## config.mk

```make
export PLATFORM = sky130hd
export DESIGN_NAME = pc_sequencer_flat
export DESIGN_NICKNAME = d
export VERILOG_FILES = /design/src/rtl/pc_sequencer_if.sv /design/src/rtl/pc_sequencer.sv /design/src/flat_wrapper.sv
export SDC_FILE = /design/constraint.sdc
export NUM_CORES = 1
export LEC_CHECK = 0
export CORE_AREA = 2 2 145 147
export CTS_BUF_LIST = sky130_fd_sc_hd__clkbuf_8
export CTS_CLUSTER_DIAMETER = 200
export DETAILED_ROUTE_END_ITERATION = 12
export DIE_AREA = 0 0 147 149
export HOLD_SLACK_MARGIN = 0.06
export RECOVER_POWER = 50
export REMOVE_ABC_BUFFERS = 1
export SYNTH_ARGS = -nofsm -noshare
export SYNTH_HDL_FRONTEND = slang
export SYNTH_SLANG_ARGS = --single-unit
export TNS_END_PERCENT = 30
```

## constraint.sdc

```tcl
create_clock -name Clk -period 2.6 [get_ports Clk]
set_input_delay 0.52 -clock Clk [delete_from_list [all_inputs] [get_ports Clk]]
set_output_delay 0.52 -clock Clk [all_outputs]
set_load 0.005 [all_outputs]
```

## src/rtl/pc_sequencer_if.sv

```systemverilog
// Sequencer control/status bundle: decoder, ALU flag, LUT write port
// and the program-counter / handshake outputs.
interface pc_sequencer_if #(
   parameter int PCW  = 10,
   parameter int LUTN = 16,
   parameter int CNTW = 16
);
   localparam int SW = $clog2(LUTN);

   logic            Start;
   logic            BranchEn;
   logic            BranchFlag;
   logic [SW-1:0]   TargetSel;
   logic            Halt;
   logic            LutWe;
   logic [SW-1:0]   LutAddr;
   logic [PCW-1:0]  LutData;
   logic [PCW-1:0]  ProgCtr;
   logic            Running;
   logic            Done;
   logic            BranchTaken;
   logic [CNTW-1:0] InstrCount;

   modport master (
      output Start, BranchEn, BranchFlag, TargetSel, Halt,
      output LutWe, LutAddr, LutData,
      input  ProgCtr, Running, Done, BranchTaken, InstrCount
   );

   modport slave (
      input  Start, BranchEn, BranchFlag, TargetSel, Halt,
      input  LutWe, LutAddr, LutData,
      output ProgCtr, Running, Done, BranchTaken, InstrCount
   );
endinterface

```

## src/rtl/pc_sequencer.sv

```systemverilog
// Program counter / branch sequencer with branch-target LUT,
// retired-instruction counter and Start/Done program handshake.
module pc_sequencer #(
   parameter int PCW  = 10,
   parameter int LUTN = 16,
   parameter int CNTW = 16
) (
   input logic           Clk,
   input logic           Reset,
   pc_sequencer_if.slave bus
);
   typedef enum logic [1:0] {
      IDLE,
      RUN,
      HALTED
   } state_t;

   state_t          state;
   logic [PCW-1:0]  lut [LUTN];
   logic [PCW-1:0]  pc;
   logic [CNTW-1:0] cnt;
   logic [CNTW-1:0] cnt_inc;
   logic            running;
   logic            done;
   logic            take;
   logic [PCW-1:0]  target;

   assign take    = bus.BranchEn & bus.BranchFlag;
   // Read happens before the same-edge write lands, so collisions see old data
   assign target  = lut[bus.TargetSel];
   assign cnt_inc = (cnt == {CNTW{1'b1}}) ? cnt : cnt + CNTW'(1);

   always_ff @(posedge Clk) begin
      if (Reset) begin
         state   <= IDLE;
         pc      <= '0;
         cnt     <= '0;
         running <= 1'b0;
         done    <= 1'b0;
         for (int i = 0; i < LUTN; i++)
            lut[i] <= '0;
      end else begin
         if (bus.LutWe)
            lut[bus.LutAddr] <= bus.LutData;
         unique case (state)
            IDLE, HALTED: begin
               if (bus.Start) begin
                  state   <= RUN;
                  pc      <= '0;
                  cnt     <= '0;
                  running <= 1'b1;
                  done    <= 1'b0;
               end
            end
            RUN: begin
               cnt <= cnt_inc;
               if (bus.Halt) begin
                  state   <= HALTED;
                  running <= 1'b0;
                  done    <= 1'b1;
               end else if (take) begin
                  pc <= target;
               end else begin
                  pc <= pc + PCW'(1);
               end
            end
            default: begin
               state   <= IDLE;
               running <= 1'b0;
               done    <= 1'b0;
            end
         endcase
      end
   end

   assign bus.ProgCtr     = pc;
   assign bus.Running     = running;
   assign bus.Done        = done;
   assign bus.InstrCount  = cnt;
   assign bus.BranchTaken = take & ~bus.Halt & running;
endmodule

```

## src/flat_wrapper.sv

```systemverilog
// flat-port wrapper written by rule: the top's interface ports become plain ports
module pc_sequencer_flat 
#(
   parameter int PCW  = 10,
   parameter int LUTN = 16,
   parameter int CNTW = 16
)
  (Clk, Reset, bus_Start, bus_BranchEn, bus_BranchFlag, bus_TargetSel, bus_Halt, bus_LutWe, bus_LutAddr, bus_LutData, bus_ProgCtr, bus_Running, bus_Done, bus_BranchTaken, bus_InstrCount);
  pc_sequencer_if #(.PCW(PCW), .LUTN(LUTN), .CNTW(CNTW)) bus_i ();
  input logic Clk;
  input logic Reset;
  input wire logic [$bits(bus_i.Start)-1:0] bus_Start;
  input wire logic [$bits(bus_i.BranchEn)-1:0] bus_BranchEn;
  input wire logic [$bits(bus_i.BranchFlag)-1:0] bus_BranchFlag;
  input wire logic [$bits(bus_i.TargetSel)-1:0] bus_TargetSel;
  input wire logic [$bits(bus_i.Halt)-1:0] bus_Halt;
  input wire logic [$bits(bus_i.LutWe)-1:0] bus_LutWe;
  input wire logic [$bits(bus_i.LutAddr)-1:0] bus_LutAddr;
  input wire logic [$bits(bus_i.LutData)-1:0] bus_LutData;
  output wire logic [$bits(bus_i.ProgCtr)-1:0] bus_ProgCtr;
  output wire logic [$bits(bus_i.Running)-1:0] bus_Running;
  output wire logic [$bits(bus_i.Done)-1:0] bus_Done;
  output wire logic [$bits(bus_i.BranchTaken)-1:0] bus_BranchTaken;
  output wire logic [$bits(bus_i.InstrCount)-1:0] bus_InstrCount;
  assign bus_i.Start = bus_Start;
  assign bus_i.BranchEn = bus_BranchEn;
  assign bus_i.BranchFlag = bus_BranchFlag;
  assign bus_i.TargetSel = bus_TargetSel;
  assign bus_i.Halt = bus_Halt;
  assign bus_i.LutWe = bus_LutWe;
  assign bus_i.LutAddr = bus_LutAddr;
  assign bus_i.LutData = bus_LutData;
  assign bus_ProgCtr = bus_i.ProgCtr;
  assign bus_Running = bus_i.Running;
  assign bus_Done = bus_i.Done;
  assign bus_BranchTaken = bus_i.BranchTaken;
  assign bus_InstrCount = bus_i.InstrCount;
  pc_sequencer #(.PCW(PCW), .LUTN(LUTN), .CNTW(CNTW)) u_core (.Clk(Clk), .Reset(Reset), .bus(bus_i));
endmodule
```

==> results by stage <==
Global route:
- For this run, the total global-route usage over all layers was measured as 21.8%.
- The met2 track demand over resource is 37.1%.
- In the global route stage, met1 resource usage came out at 28.2%.
- The first global-routing pass estimated 34.4 mm of wire.
- For met3 alone, demand over resource in global routing was 3.79%.
- The number of antenna violations at the first check in global routing was 0.
- The number of global-route vias before repair was 5543.
- The layer with the highest usage is met2.
- Entering global routing, the biggest net connects 29 pins.
- For this run the aggregate overflow at the end of global routing stands at 0.

Floorplan:
- The count of pins on the block boundary is 54.
- The area of the die is 21900 um^2.
- The initial core utilization is 43.7%.
- The x dimension of the die is 147 um.
- After floorplanning, the core was sized to cover 20600 um^2.
- After floorplanning, the core was divided into 53 placement rows.
- The vertical die dimension is 149 um.

Timing:
- For the pin with the worst max-slew slack, the measured transition is 0.934 ns.
- The maximum frequency from static timing analysis is 428 MHz.
- The count of pins over their slew limit came to 0.
- The final period demand of the worst path is 2.34 ns.
- Summed over all failing endpoints, the final setup total negative slack is 0 ns.
- The final worst clock skew is 0.00938 ns.
- The final setup violation count is 0.
- The final period utilization is 90.0%.
- The worst max-slew margin expressed relative to the limit is 37.4%.
- Setup repair after global routing left no endpoint under its margin.
- The hold violation count in the final report came to 0.
- Setup slack on the critical path of the routed design comes to 0.261 ns.

Placed design:
- The sum of net half-perimeters after detailed placement is 16.1 mm.
- The worst setup timing slack at the placement stage is 0.0741 ns.
- During placement, the flow inserted port buffers numbering 53.
- At the end of routability-driven placement, the weighted congestion stood at 0.898.
- In this run the cell area measured after placement is 9880 um^2.

Yosys:
- For this run, asynchronously set or reset flops after synthesis account for 0%.
- Synthesis produced a netlist whose cell count is 658.
- In this run the biggest area consumer among cell types represents 53.5% of the synthesized area.
- By area the synthesized netlist is led by edfxtp_1 (54%), and2_1 (11%), mux4_2 (7.0%), dfxtp_1 (6.5%), mux4_1 (5.3%).
- The area of the mapped netlist is 8980 um^2.
- By count the netlist is led by and2_1 (163), edfxtp_1 (160), nor2_1 (38).
- In this run, synthesis produced a sequential element count of 189.
- By instance count, the leading cell after synthesis is and2_1.
- The synthesized design spends more area on one cell type than any other, namely edfxtp_1.
- The count of flip-flops with a built-in enable after synthesis is 160.
- The proportion of synthesized chip area in sequential cells is 60.0%.
- A synthesized cell averages 13.6 um^2.
- The number of warnings reported in the yosys synthesis log is 0.
- Among all flip-flop cells after synthesis, the most frequent one is edfxtp_1.
- The count of unique library cells instantiated by Yosys is 47.

CTS:
- The number of sinks driven by the clock tree is 189.
- The root buffer selected by CTS is clkbuf_8.
- TritonCTS built the clock tree.
- The TritonCTS buffer count is 17.
- The deepest clock path buffer count is 2.
- The number of levels the H-tree was split into is 4.
- The number of hold-repair buffers added at the cts stage is 0.
- The number of setup buffers added after CTS is 0.
- The post-cts resize count is 0.
- The source-to-sink clock delay at the later pin of the worst-skew pair is 0.47 ns.
- The clock slew at the register clock pins of the worst setup and hold paths is 0.10 ns.

Layout:
- For this run, the post-layout net count is 741.
- Of the cells placed in the final design, the portion with a size suffix greater than 1 is 12.7%.
- From synthesis to final layout, the design area changed by 13.3%.
- The final standard cell utilization of the core is 49.5%.
- After routing the design area is 10200 um^2.
- The number of fill cells in the layout is 1778.

Critical path:
- Among the stages of the critical path, the cell type that occurs most often is clkdlybuf4s50_1.
- The signal on the critical path passes through clkdlybuf4s50_1, nand2_1, nor3b_1, clkdlybuf4s50_1.
- The arrival time reported for the critical path endpoint is 1.82 ns.
- The worst setup path is captured at a primary output.
- STA classifies the critical path startpoint as an input pin.
- The peak per-stage delay on the critical path is 0.53 ns.
- Among all stages on the critical path, the largest delay is contributed by clkdlybuf4s50_1.
- The critical path is of the in2out type.
- The required time of the critical path is 2.08 ns.
- Of all nets on the critical path, the largest fanout is 2.

Power:
- The worst voltage drop across the vdd grid is 0.337 mV.
- Power spread over the standard cell area amounts to 579 nW/um^2.
- The leakage dissipation is 0.00338 uW.
- After layout, the design draws a total of 5880 uW.

Drt:
- The routed wire length is 22.8 mm.
- After the first detailed-routing iteration, the DRC count stood at 403.
- The count of antenna-violating nets left after detailed routing is 0.
- The routed wire length per instance is 22.8 um.
- The vias after detailed routing is 5569.
- The detailed-route DRC error count is 0.
- The pre-antenna-repair detailed-routing pass consisted of 5 iterations.
- Using the TritonRoute via totals, the vias-per-cell ratio works out to 5.56.

Worst hold path:
- The class of the tightest hold or removal check is reg2reg.

Job:
- The number of maximum-capacitance constraint violations is 0.

Outcome:
- The flow ran to the end, and the final reports show no timing, DRC or antenna violations.
## layout by cell type (no fill, tap or decap), types with 5 or more instances in the layout
cell type	n
a21oi_1	20
a31oi_1	5
and2_0	90
and2_1	73
buf_4	10
clkbuf_1	17
clkbuf_8	17
clkdlybuf4s50_1	49
dfxtp_1	29
edfxtp_1	160
inv_1	6
inv_6	5
mux2i_1	6
mux4_1	18
mux4_2	28
nand2_1	17
nand2b_1	7
nand3_1	10
nor2_1	38
nor3_1	10
o211ai_1	5
o21ai_0	17
or2_2	13
or3_1	6
## state kept, by name, summed over array words and instances (netlist names)
| name | flops |
|---|---|
| u_core.bus.InstrCount | 16 |
| u_core.state | 1 |
| u_core.bus.Running | 1 |
| u_core.lut | 160 |
| u_core.bus.Done | 1 |
| u_core.bus.ProgCtr | 10 |
## through the flow
stage | instances | hold WS [ns]
2_1_floorplan | 611 | 0.462
3_3_place_gp | 970 | 0.479
3_5_place_dp | 970 | 0.491
4_1_cts | 1001 | 0.512
5_1_grt | 1001 | 0.536
6_report | 1002 | 0.502
## area by class of cell
cell class / instances / area [um^2] / area share (%)
Sequential cell: 189 / 5390 / 53.0
Clock inverter: 14 / 120 / 1.18
Antenna cell: 1 / 2.50 / 0.0246
Multi-Input combinational cell: 418 / 3340 / 32.9
Inverter: 4 / 15.0 / 0.148
Clock buffer: 17 / 234 / 2.30
Tap cell: 275 / 344 / 3.38
Timing Repair Buffer: 84 / 724 / 7.13
## path summary, 6_finish.rpt
check / startpoint / to / slack (ns) / cells past startpoint
min: u_core.bus.ProgCtr[9] / u_core.bus.ProgCtr[9] / 0.50 / 2
max: bus_BranchEn / bus_BranchTaken / 0.26 / 4
min reg2reg: u_core.bus.ProgCtr[9] / u_core.bus.ProgCtr[9] / 0.50 / 2
max reg2reg: u_core.bus.InstrCount[6] / u_core.bus.InstrCount[7] / 0.39 / 5
## where the power goes
group | internal, uW | leakage [uW] | switching, uW | total [uW]
Combinational | 236 | 0.00143 | 301 | 537
Sequential | 3430 | 0.00176 | 68.5 | 3500
Clock | 760 | 0.000192 | 1090 | 1850
Total | 4430 | 0.00338 | 1460 | 5880
## per-layer routing
metal	share of wire (%)	vias to the layer above
li1	-	2532
met4	2.8	0
met2	50	211
met3	5.6	35
met1	41	2791
met5	0	-
## worst max-delay path: cells and delay by family
family | cells | cell delay [ns]
and+or+nand+nor | 2 | 0.28
buffers and inverters | 2 | 1.02
## cells by family after synthesis
logic type,after synthesis,synth area share (%)
simple gates,291,18.7
compound gates,61,3.99
fa+ha+maj,2,0.279
mux,56,13.5
xor+xnor,8,0.781
buf+inv,51,2.77
flops,189,60.0
(Power assumes the default switching activity.)
